==> src/rtl/rand_bit_deserializer.sv <==
// rand_bit_deserializer
// Pulls serial bits from the random engine (bit_req drives its LFSR enable),
// assembles NBITS of them into a word and offers the word on a val/rdy port.
//
// state   | meaning
// --------+-----------------------------------------------------------
// IDLE    | waiting for start; last delivered word is held on 'word'
// COLLECT | bit_req high; every bit_val cycle shifts one bit into word
// DONE    | word complete, word_val high until the sink takes it
module rand_bit_deserializer #(
    parameter int NBITS     = 8,
    parameter bit MSB_FIRST = 1'b1
) (
    input  logic                     clk,
    input  logic                     rst,
    input  logic                     start,
    input  logic                     bit_val,
    input  logic                     bit_in,
    output logic                     bit_req,
    output logic                     word_val,
    input  logic                     word_rdy,
    output logic [NBITS-1:0]         word,
    output logic                     busy,
    output logic [$clog2(NBITS):0]   bit_cnt
);

    localparam int CW = $clog2(NBITS) + 1;
    localparam logic [CW-1:0] LAST_IDX = CW'(NBITS - 1);

    typedef enum logic [1:0] {
        IDLE    = 2'd0,
        COLLECT = 2'd1,
        DONE    = 2'd2
    } state_t;

    state_t            state_q, state_d;
    logic [NBITS-1:0]  word_q, word_d;
    logic [CW-1:0]     cnt_q, cnt_d;
    logic [NBITS-1:0]  shifted;

    // Next word value for one captured bit, in the configured bit order.
    always_comb begin
        shifted = word_q;
        if (MSB_FIRST) begin
            shifted = {word_q[NBITS-2:0], bit_in};
        end else begin
            shifted = {bit_in, word_q[NBITS-1:1]};
        end
    end

    // Next-state, word and count logic; start and bit_val only matter in the states that use them.
    always_comb begin
        state_d = state_q;
        word_d  = word_q;
        cnt_d   = cnt_q;
        unique case (state_q)
            IDLE: begin
                if (start) begin
                    state_d = COLLECT;
                    word_d  = '0;
                    cnt_d   = '0;
                end
            end
            COLLECT: begin
                // The count never passes NBITS because the last capture leaves COLLECT.
                if (bit_val && (cnt_q <= LAST_IDX)) begin
                    word_d = shifted;
                    cnt_d  = cnt_q + CW'(1);
                    if (cnt_q == LAST_IDX) begin
                        state_d = DONE;
                    end
                end
            end
            DONE: begin
                if (word_rdy) begin
                    if (start) begin
                        state_d = COLLECT;
                        word_d  = '0;
                        cnt_d   = '0;
                    end else begin
                        state_d = IDLE;
                    end
                end
            end
            default: begin
                state_d = IDLE;
                word_d  = '0;
                cnt_d   = '0;
            end
        endcase
    end

    // State, word and count registers; reset discards any partial word.
    always_ff @(posedge clk) begin
        if (rst) begin
            state_q <= IDLE;
            word_q  <= '0;
            cnt_q   <= '0;
        end else begin
            state_q <= state_d;
            word_q  <= word_d;
            cnt_q   <= cnt_d;
        end
    end

    // Outputs are decoded from registered state only.
    always_comb begin
        bit_req  = (state_q == COLLECT);
        word_val = (state_q == DONE);
        busy     = (state_q != IDLE);
        word     = word_q;
        bit_cnt  = cnt_q;
    end

endmodule

==> config.mk <==
export PLATFORM = sky130hd
export DESIGN_NAME = rand_bit_deserializer
export DESIGN_NICKNAME = d
export VERILOG_FILES = /design/src/rtl/rand_bit_deserializer.sv
export SDC_FILE = /design/constraint.sdc
export NUM_CORES = 1
export LEC_CHECK = 0
export ABC_AREA = 0
export CAP_MARGIN = 20
export CORE_MARGIN = 4
export CORE_UTILIZATION = 45
export CTS_BUF_LIST = sky130_fd_sc_hd__clkbuf_2 sky130_fd_sc_hd__clkbuf_4 sky130_fd_sc_hd__clkbuf_8
export CTS_CLUSTER_DIAMETER = 60
export DETAILED_ROUTE_END_ITERATION = 7
export GPL_TIMING_DRIVEN = 0
export PLACE_DENSITY = 0.8
export SYNTH_ARGS = -nofsm -noshare
export SYNTH_HDL_FRONTEND = slang
export SYNTH_SLANG_ARGS = --single-unit
==> constraint.sdc <==
create_clock -name clk -period 1.8 [get_ports clk]
set_input_delay 0.54 -clock clk [delete_from_list [all_inputs] [get_ports clk]]
set_output_delay 0.54 -clock clk [all_outputs]
set_load 0.01 [all_outputs]
# Yosys cells after proc, flatten, opt, wreduce, memory -nomap -nowiden
# Index checks and enable logic that the tools add are counted.
[classes] n_eq_ne=7 mux=14 magnitude_cmp=1 n_reduce_logical=5 addsub=1
[op_table] operator="$mux W8" count=3
[op_table] operator="$pmux W8 S3" count=1
[op_table] operator="$mux W4" count=3
[op_table] operator="$pmux W4 S3" count=1
[op_table] operator="$mux W2" count=4
[op_table] operator="$ne A2 B1 Y1 const B" count=3
[op_table] operator="$pmux W2 S3" count=1
[op_table] operator="$add A4 B1 Y4 const B" count=1
[op_table] operator="$eq A4 B3 Y1 const B" count=1
[op_table] operator="$le A4 B3 Y1 const B" count=1
[op_table] operator="$reduce_and A4 Y1" count=1
[op_table] operator="$eq A2 B1 Y1 const B" count=1
[op_table] operator="$eq A2 B2 Y1 const B" count=1
[op_table] operator="$logic_not A2 Y1" count=1
[op_table] operator="$ne A2 B2 Y1 const B" count=1
[op_table] operator="$reduce_and A2 Y1" count=1
[op_table] operator="$reduce_bool A2 Y1" count=1
[op_table] operator="$logic_and A1 B1 Y1" count=1
[op_table] operator="$mux W1" count=1
[word_totals] reg_bits=14 input_bits=6 out_inout_bits=15 wordCells=31

# Depth between registers and ports, before layout
# Gate-level depths: netlist of the first run.
[logic_depth] word_depth=4 mapped_depth=5 depth_no_buf=4

# Least setup slack after synthesis of the first run
# No wires, ideal clock.
[synth_timing] path_type="input to register" startpoint="input word_rdy" endpoint="register cnt_q[0] (netlist: bit_cnt[0])" setup_ns=0.075 t_required_ns=1.725 t_arrival_ns=1.591 cell_stages=4 path_buffers=0 slack_ns=0.135 cell_sequence="nand2b_1 -> a221oi_2 -> or4b_1 -> o21ai_0"
[synth_via] elab_chain_len=2
[synth_rtl] item="start, declared" line="21" rtl="input logic word_rdy,"
[synth_rtl] item="$ne A2 B1 Y1 (no line)"
[synth_rtl] item="$reduce_and A2 Y1 (no line)"
[synth_rtl] item="end signal, assigned" line="102" rtl="cnt_q <= cnt_d;"
[synth_rtl] item="end, declared" line="38" rtl="logic [CW-1:0] cnt_q, cnt_d;"
# Every way passes these cells.
# A chain may end at the register's enable or synchronous reset.

# Worst setup path after layout of the first run
# Same ends and word-level chain as after synthesis.

==> flow_metrics.tcl, run 1 <==
set metrics [dict create \
    yosys_warnings 0 \
    post-route-period-util_pct 101.1 \
    grt.overflow.total 0 \
    cts.hold.buffers_added 0 \
    rsz0062_at_grt "yes" \
    initialDrtViolationCount 2 \
    maximum_number_of_pins_on_one_net_before_global_route_repair 11 \
    clkTransAtPathRegs_ps 80 \
    synth_nets 69 \
    worstSkewPairLatency_ps 270 \
    synthToLayoutAreaGrowth_pct 61.31 \
    synth.top_cells.by_area "dfxtp_1 47%, mux2i_1 15%, nand2_1 8.2%" \
    status "complete, but fails checks" \
    syn-instance-count 62 \
    hold_viol_final 0 \
    max-clock-path-buffers 2 \
    worst_ep_arrival_time_ps 2020 \
    floorplan.initialDensity_pct 50.53 \
    min_path_type "reg2reg" \
    setup.reg_to_reg.worst_slack_ps 300 \
    violated_checks "negative setup slack" \
    dr_total_vias 534 \
    tritoncts_clock_tree "built" \
    ios 21 \
    power.density_mw_per_mm2 689.6 \
    timing_worst_slew_pin_value_ps 338.1 \
    worstSetupEndpointType "flip-flop" \
    final_util_pct 81.52 \
    area_share_of_the_leading_cell_type_in_the_synthesized_netlist_pct 47.36 \
    post-route-worst-setup-slack_ps -20.04 \
    drc 0 \
    vias_in_the_first_global_route 542 \
    detail-route-antenna-nets 0 \
    synth.ff_latch_count 14 \
    grt_usage_pct 15.87 \
    drive_gt1_share_pct 23.33 \
    path_class "in2reg" \
    cell_depth_of_the_worst_min_delay_path 2 \
    whs_ps 464.0 \
    worstPathMaxFanout 4 \
    place_hpwl_um 869.7 \
    max_freq_mhz 549.4 \
    synth.avg_cell_area_um2 9.545 \
    antennaDiodeCount 0 \
    floorplan.die_area_mm2 0.001959 \
    max_cap_viol_count 0 \
    post_synth_fa_ha_maj_area_fraction_pct 2.114 \
    clock_sink_count 14 \
    instances_no_fill 104 \
    ir_drop_v 0.0006239 \
    cts_root_buf "clkbuf_4" \
    routed_wire_length_per_instance_um 13.63 \
    final_period_minus_worst_setup_slack_ps 1820 \
    coreArea_mm2 0.001171 \
    post-place-cells 96 \
    xor_xnor_fraction_of_synth_area_pct 0 \
    gp_congestion 0.6780 \
    fp.dieW_um 44.27 \
    worstRegToRegCells 4 \
    layout_common_cells "15 x clkdlybuf4s50_1, 13 x nand2_1, 11 x dfxtp_1" \
    synth-compound-area-share_pct 10.36 \
    avgViaCountPerCell 5.135 \
    cellLeakagePower_nw 0.4381 \
    drt_wl_total_um 1418 \
    ys_seq_area_share_pct 47.36 \
    global_route_wire_length_before_repair_um 2359 \
    fin_nets 98 \
    timing.max_slew.rel_slack_pct 77.40 \
    tritoncts.num_buffers 3 \
    detail_route.first_pass.iterations 4 \
    final_common_cell "clkdlybuf4s50_1" \
    startpoint_type "input port" \
    report.power.total_w 0.0006583 \
    fillCellCount 73 \
    floorplan.rows 12 \
    die_h_um 44.27 \
    synthDominantAreaCellType "dfxtp_1" \
    cts-htree-levels 1 \
    synth_area_um2 591.8 \
    port-buffer-count 20 \
    setup_skew_ps 3.172 \
    number_of_pins_with_negative_max_slew_slack_in_the_final_report 0 \
    grt_antenna_before_repair 0 \
    critPathRequiredTime_ps 2000 \
    post_synth_num_cell_types 21 \
    main_combinational_cell_family_by_area_after_synthesis "simple AND/OR/NAND/NOR gates" \
    post_synth_and_or_nand_nor_area_fraction_pct 23.47 \
    finalSetupViolCount 1 \
    muxShareOfSynthArea_pct 15.22 \
]
==> stage by stage <==
stage	cell area, µm²	setup TNS, ps	worst slack, ps
after floorplan	591.8	0	134.6
after global placement	809.5	-4795	-436.5
after detailed placement	809.5	-4686	-429.1
after CTS	882.1	-198.0	-84.34
after global routing	954.7	-136.3	-69.67
final	954.7	-20.04	-20.04
==> worst paths after layout <==
check	from	end
max reg2reg	state_q[0]	bit_cnt[0]
min reg2reg	word[7]	word[7]
max	word_rdy	bit_cnt[0]
min	word[7]	word[7]
==> cell families (layout without fill, tap and decap cells) <==
group / Yosys count / in the layout
multiplexers: 9 / 9
AO/OA/AOI/OAI: 8 / 8
flip-flops: 14 / 14
adder cells (fa/ha/maj): 1 / 1
buffers and inverters: 2 / 30
AND/OR/NAND/NOR: 28 / 28
==> report_power, final <==
group	leakage [nW]	switching (W)	internal (W)
logic	0.302	0.0000504	0.0000644
registers	0.115	0.00000953	0.000316
clock network	0.0210	0.0000957	0.000123
total	0.438	0.000156	0.000503
==> state kept, by name, indices dropped and copies added (netlist names) <==
name,flops
word,8
bit_cnt,4
state_q,2
==> timing repair <==
action,in CTS,in global routing
gates cloned,0,0
hold endpoints to repair,0,0
buffers inserted,1,3
gates resized for setup,9,13
setup endpoints to repair,15,17
pin swaps,2,1
==> layout make-up <==
type | count | area, µm² | share of cell area, %
flip-flops and latches | 14 | 289.0 | 30.28
plain buffers | 1 | 7.507 | 0.7864
well taps | 14 | 17.52 | 1.835
inverters | 1 | 3.754 | 0.3932
repair buffers | 24 | 249.0 | 26.08
clock buffers | 4 | 36.28 | 3.801
multi-input cells | 46 | 351.6 | 36.83
==> cells in the mapped netlist (all sizes together) <==
master,n
or2,1
nor2,4
or4b,2
nand2,13
a221oi,1
inv,1
a22oi,1
buf,1
ha,1
nand2b,2
o22a,1
nand3,2
o211ai,1
a21oi,1
mux2i,9
o21a,1
nor3,1
o21ai,2
nor2b,3
dfxtp,14
==> layer usage <==
metal / share of wire, % / vias to the layer above / GRT usage [%]
li1: - / 274 / -
met1: 41 / 236 / 19.46
met2: 50 / 20 / 27.91
met3: 5.6 / 4 / 3.659
met4: 2.4 / 0 / 3.614
met5: 0 / - / 0
==> worst max-delay path, stage by stage <==
cell and delay, ps:
clkdlybuf4s50_1 420, nand2b_4 180, a221oi_4 300, or4b_4 500
o21ai_0 80
(Power assumes the default switching activity.)
==> inputs of run 2 (changes only) <==
SETUP_SLACK_MARGIN = 0.3   (was default)
==> flow_metrics.tcl, run 2 (synthesis gave the netlist of run 1 again) <==
set metrics [dict create \
    max_cap_viol_count 0 \
    layout_common_cells "12 x nand2_1, 11 x dlygate4sd2_1, 11 x buf_4" \
    worst_r2r_startpoint "state_q[1]" \
    status "finished, final reports clean" \
    worst_ep_arrival_time_ps 990 \
    finalSetupViolCount 0 \
    drt_wl_total_um 1815 \
    detail_route.first_pass.iterations 4 \
    port-buffer-count 20 \
    drive_gt1_share_pct 41.41 \
    setup_skew_ps 3.081 \
    initialDrtViolationCount 9 \
    power.density_mw_per_mm2 626.1 \
    worstRegToRegCells 5 \
    place_hpwl_um 941.8 \
    floorplan.initialDensity_pct 50.53 \
    number_of_pins_with_negative_max_slew_slack_in_the_final_report 0 \
    vias_in_the_first_global_route 603 \
    maximum_number_of_pins_on_one_net_before_global_route_repair 11 \
    rr_endpoint "bit_cnt[0]" \
    final_period_minus_worst_setup_slack_ps 1534 \
    drc 0 \
    hold_path_end "word[2]" \
    post-route-period-util_pct 85.24 \
    worstHoldStart "word[2]" \
    antennaDiodeCount 0 \
    whs_ps 475.5 \
    synthToLayoutAreaGrowth_pct 69.98 \
    startpoint_type "flip-flop" \
    tritoncts_clock_tree "built" \
    worstPathMaxFanout 5 \
    die_h_um 44.27 \
    min_path_type "reg2reg" \
    fp.dieW_um 44.27 \
    worstSkewPairLatency_ps 270 \
    floorplan.rows 12 \
    critical_path_buf_inv_count 2 \
    path_cells "nand2b_4 -> inv_2 -> buf_2" \
    detail-route-antenna-nets 0 \
    grt.overflow.total 0 \
    floorplan.die_area_mm2 0.001959 \
    fin_nets 108 \
    cellLeakagePower_nw 0.5015 \
    dr_total_vias 596 \
    avgViaCountPerCell 5.274 \
    clkTransAtPathRegs_ps 70 \
    clock_sink_count 14 \
    grt_usage_pct 18.85 \
    rsz0062_at_grt "yes" \
    cts.hold.buffers_added 0 \
    timing_worst_slew_pin_value_ps 297.6 \
    tritoncts.num_buffers 3 \
    final_common_cell "nand2_1" \
    cts-htree-levels 1 \
    kind_of_cell_with_the_highest_combined_delay_on_the_critical_path "flip-flops" \
    hold_viol_final 0 \
    coreArea_mm2 0.001171 \
    path_class "reg2out" \
    setup.reg_to_reg.worst_slack_ps 290 \
    grt_antenna_before_repair 0 \
    global_route_wire_length_before_repair_um 2739 \
    cell_depth_of_the_worst_min_delay_path 2 \
    max_freq_mhz 651.8 \
    critPathRequiredTime_ps 1260 \
    timing.max_slew.rel_slack_pct 80.16 \
    final_util_pct 85.90 \
    routed_wire_length_per_instance_um 16.06 \
    ios 21 \
    slowest_delay_ps 360 \
    max-clock-path-buffers 2 \
    ir_drop_v 0.0004577 \
    gp_congestion 0.7319 \
    worstSetupEndpointType "output pin" \
    cts_root_buf "clkbuf_4" \
    critPathSlowestCell "dfxtp_4" \
    number_of_flip_flops_in_the_largest_register 8 \
]
==> run 2: per-layer routing <==
| metal | part of all wire [%] | wire length, µm | GRT usage (%) |
|---|---|---|---|
| met2 | 48 | 876 | 30.81 |
| met1 | 45 | 811 | 23.77 |
| met3 | 6.5 | 118 | 2.846 |
| met4 | 0.44 | 8 | 9.639 |
| met5 | 0 | 0 | 0 |
==> run 2: repair_timing <==
item / 4_1_cts / 5_1_grt
cloned: 1 / 0
setup buffers: 8 / 5
gates resized for setup: 39 / 22
pin swaps: 2 / 4
setup endpoints to repair: 27 / 18
==> run 2: power breakdown <==
part | internal (W) | leakage (nW) | total (W) | switching (W)
combinational | 0.0000724 | 0.371 | 0.000135 | 0.0000627
sequential | 0.000316 | 0.117 | 0.000324 | 0.00000818
clock | 0.0000775 | 0.0138 | 0.000171 | 0.0000931
==> run 2: how the worst max path moves through the flow <==
| stage | from | endpoint | slack [ps] | cells after the start |
|---|---|---|---|---|
| after global placement | word_rdy | word[6] | -310 | 5 |
| after global routing | state_q[1] | bit_req | 230 | 3 |
| after detailed placement | bit_val | bit_cnt[1] | -350 | 5 |
| after floorplan | word_rdy | bit_cnt[0] | 220 | 4 |
| after CTS | state_q[1] | bit_req | 70 | 3 |
| final | state_q[1] | bit_req | 270 | 3 |
==> run 2: area by class of cell <==
cell class,instances,area (µm²)
fill,63,165.2
multi-input combinational,46,369.1
clock buffer,3,22.52
buffer,1,11.26
timing repair buffer,34,289.0
inverter,1,3.754
tap,14,17.52
sequential,14,292.8
==> run 2: metrics by stage <==
stage	cells	area, µm²	total power [W]	TNS [ps]	worst slack [ps]
CTS	108	943.4	0.0006135	0	68.75
global placement	96	828.3	0.0004214	-3515	-313.5
finish	113	1006	0.0006298	0	265.7
global route	113	1006	0.0006594	0	232.4
detailed placement	96	828.3	0.0004231	-3681	-349.6
floorplan	62	610.6	0.0003834	0	216.4
==> run 2: worst min-delay path, stage by stage, from the launching register on <==
cell,delay [ps]
dfxtp_1,320
nand2_2,60
mux2i_1,50
==> patch: new RTL, config.mk and constraints of run 1 <==
Re-encode `state_t` (3 states) as one-hot, 3 bits wide.
--- a/src/rtl/rand_bit_deserializer.sv
+++ b/src/rtl/rand_bit_deserializer.sv
@@ -28,8 +28,8 @@
     localparam logic [CW-1:0] LAST_IDX = CW'(NBITS - 1);
 
-    typedef enum logic [1:0] {
-        IDLE    = 2'd0,
-        COLLECT = 2'd1,
-        DONE    = 2'd2
+    typedef enum logic [2:0] {
+        IDLE    = 3'b001,
+        COLLECT = 3'b010,
+        DONE    = 3'b100
     } state_t;
 
Behaviour: same outputs for any inputs over 10 cycles, from zero or initial values and one cycle with rst high; not proved beyond that.
==> patch against run 1 <==
- non-clock buffer count rose by 6
- sequential cell count grew 1
- final area is 28% higher
- wire length increased by 41%
- setup slack improved by 0.057 ns
- total power is 6.5% higher
- area after synthesis is 55% higher
- largest cell class unchanged
- largest power group unchanged
- highest routed layer unchanged
==> patch: results (changes against run 1) <==
* Status: complete, no violations
* Worst skew pair latency at 0.30 ns (+0.03 ns)
* CP peak stage delay at 0.41 ns (-0.09 ns)
* Share of post-route cells with drive strength above 1 at 23.8% (+0.48 points)
* Antenna Nets Post-Route at 0 (unchanged)
* Fraction of registers with async set/reset at 0% (unchanged)
* First-pass DRT Iterations at 4 (unchanged)
* Routability congestion estimate at 0.799 (+18%)
* Peak VDD IR at 0.000375 V (-40%)
* DR iter-0 viols at 7 (+5)
* Synth cell types at 34 (+62%)
* Commonest cells in the netlist: dfxtp_1 (15), nor2b_1 (14), o21ai_0 (14)
* Global-route wire length before repair at 3710 um (+57%)
* Kind of cell adding the most delay to the critical path: simple AND/OR/NAND/NOR gates
* Setup Skew at 0.00495 ns (+0.00178 ns)
* HP Start: bit_cnt[3]
* Fill cells at 172 (+140%)
* Worst-case clock buffer depth at 2 (unchanged)
* Worst reg2reg startpoint: state_q[2]
* P_leak at 0.523 nW (+19%)
* Global Route Usage Sum at 17.5% (+1.7 points)
* Min-delay worst type: reg -> reg
* Largest register FFs at 8 (unchanged)
* Sequential area share after synthesis at 32.8% (-15 points)
* DP HPWL at 1380 um (+59%)
* End of the worst register-to-register path: bit_cnt[1]
* CP required at 1.26 ns (-0.74 ns)
* Final nets at 134 (+37%)
* TritonCTS Buffers at 3 (unchanged)
* Reg2reg setup slack at 0.28 ns (-0.02 ns)
* Type of the worst setup path: reg -> out
* Crit-path slowest cell: or3b_4
* Vias in the first global route at 852 (+57%)
* # port buffers at 19 (-5.0%)
* Worst R2R Path Depth at 6 (+2)
* Routed vias at 801 (+50%)
* Slew @ Worst Pin at 0.443 ns (+0.105 ns)
* Syn nets at 104 (+51%)
* Synth area leaders: dfxtp_1 (33%), mux2i_1 (12%), nor2b_1 (9.6%)
* Drt wl/cell at 13.1 um (-4.0%)
* Root buf cell: clkbuf_4
* Initial antenna violation count at 0 (unchanged)
* Crit-path max FO at 3 (-1)
* Placed Area at 1140 um2 (+41%)
* YS warnings at 0 (unchanged)
* Setup crit end: busy
* Clk pin slew, worst setup/hold paths at about 0.090 ns
* Inserted Diodes at 0 (unchanged)
* Htree depth at 1 (unchanged)
* Pin count of the biggest net entering global routing at 11 (unchanged)
[patch: cell types whose count changed in the layout (fill, tap and decap cells not counted), sizes merged, moves of 7 or more]
cell / before / now
o21ai: 2 / 19
buf: 5 / 12
nand2: 13 / 1
nor2b: 3 / 14
[patch: repair_timing]
action / CTS / global route
gates resized for setup: 14 / 10
setup buffers: 5 / 1
endpoints found under the setup margin: 4 / 12
pin swaps: 1 / 1
hold endpoints to repair: 0 / 0
[patch: metal layers]
| layer | wire, um | track usage, % | up-vias |
|---|---|---|---|
| met5 | 0 | 0 | - |
| met4 | 41 | 9.36 | 0 |
| met3 | 88 | 2.82 | 5 |
| met2 | 960 | 28.7 | 16 |
| met1 | 912 | 21.7 | 378 |
| li1 | - | - | 402 |
[patch: stage by stage]
| stage | hold WS [ns] | instances | setup TNS [ns] | util (%) | setup slack (ns) |
|---|---|---|---|---|---|
| after floorplan | 0.506 | 97 | 0 | - | 0.404 |
| after global placement | 0.483 | 143 | -2.64 | 58.6 | -0.231 |
| after detailed placement | 0.497 | 143 | -3.07 | 58.6 | -0.267 |
| after CTS | 0.509 | 152 | -0.0370 | 62.7 | -0.0370 |
| after global routing | 0.536 | 153 | 0 | 63.1 | 0.00156 |
| final | 0.487 | 153 | 0 | 63.1 | 0.0369 |
[patch: cell families (layout without fill, tap and decap cells)]
family,Yosys count,after routing,share of synthesized area (%)
multiplexers,12,12,13.3
AND/OR/NAND/NOR,29,29,20.4
XOR/XNOR,1,1,0.958
flip-flops,15,15,32.8
AO/OA/AOI/OAI,30,30,24.6
adder cells (fa/ha/maj),1,1,1.37
buffers and inverters,9,38,6.57
[patch: worst min-delay path: stages, from the launching register on]
cell      delay (ns)
dfxtp_2         0.34
inv_1           0.06
a211oi_2        0.05
[patch: worst min path at each step]
stage / end / cells past startpoint
after CTS: bit_cnt[3] / 2
after global placement: bit_cnt[3] / 2
after global routing: bit_cnt[3] / 2
after floorplan: bit_cnt[3] / 2
after detailed placement: bit_cnt[3] / 2
final: bit_cnt[3] / 2
[patch: where the power goes]
group / switching, mW / leakage [nW] / total (mW) / internal (mW)
Combinational: 0.0768 / 0.381 / 0.152 / 0.0757
Sequential: 0.00709 / 0.124 / 0.346 / 0.339
Clock: 0.120 / 0.0177 / 0.203 / 0.0830
Total: 0.204 / 0.523 / 0.701 / 0.497
[patch: cell type report]
type,instances,area [um2],share of cell area (%)
Multi-Input combinational cell,73,566,46.1
Inverter,3,11.3,0.918
Timing Repair Buffer,25,228,18.6
Clock buffer,3,22.5,1.84
Sequential cell,15,312,25.4
Tap cell,27,33.8,2.76
Clock inverter,1,5.00,0.408
Buffer,6,48.8,3.98
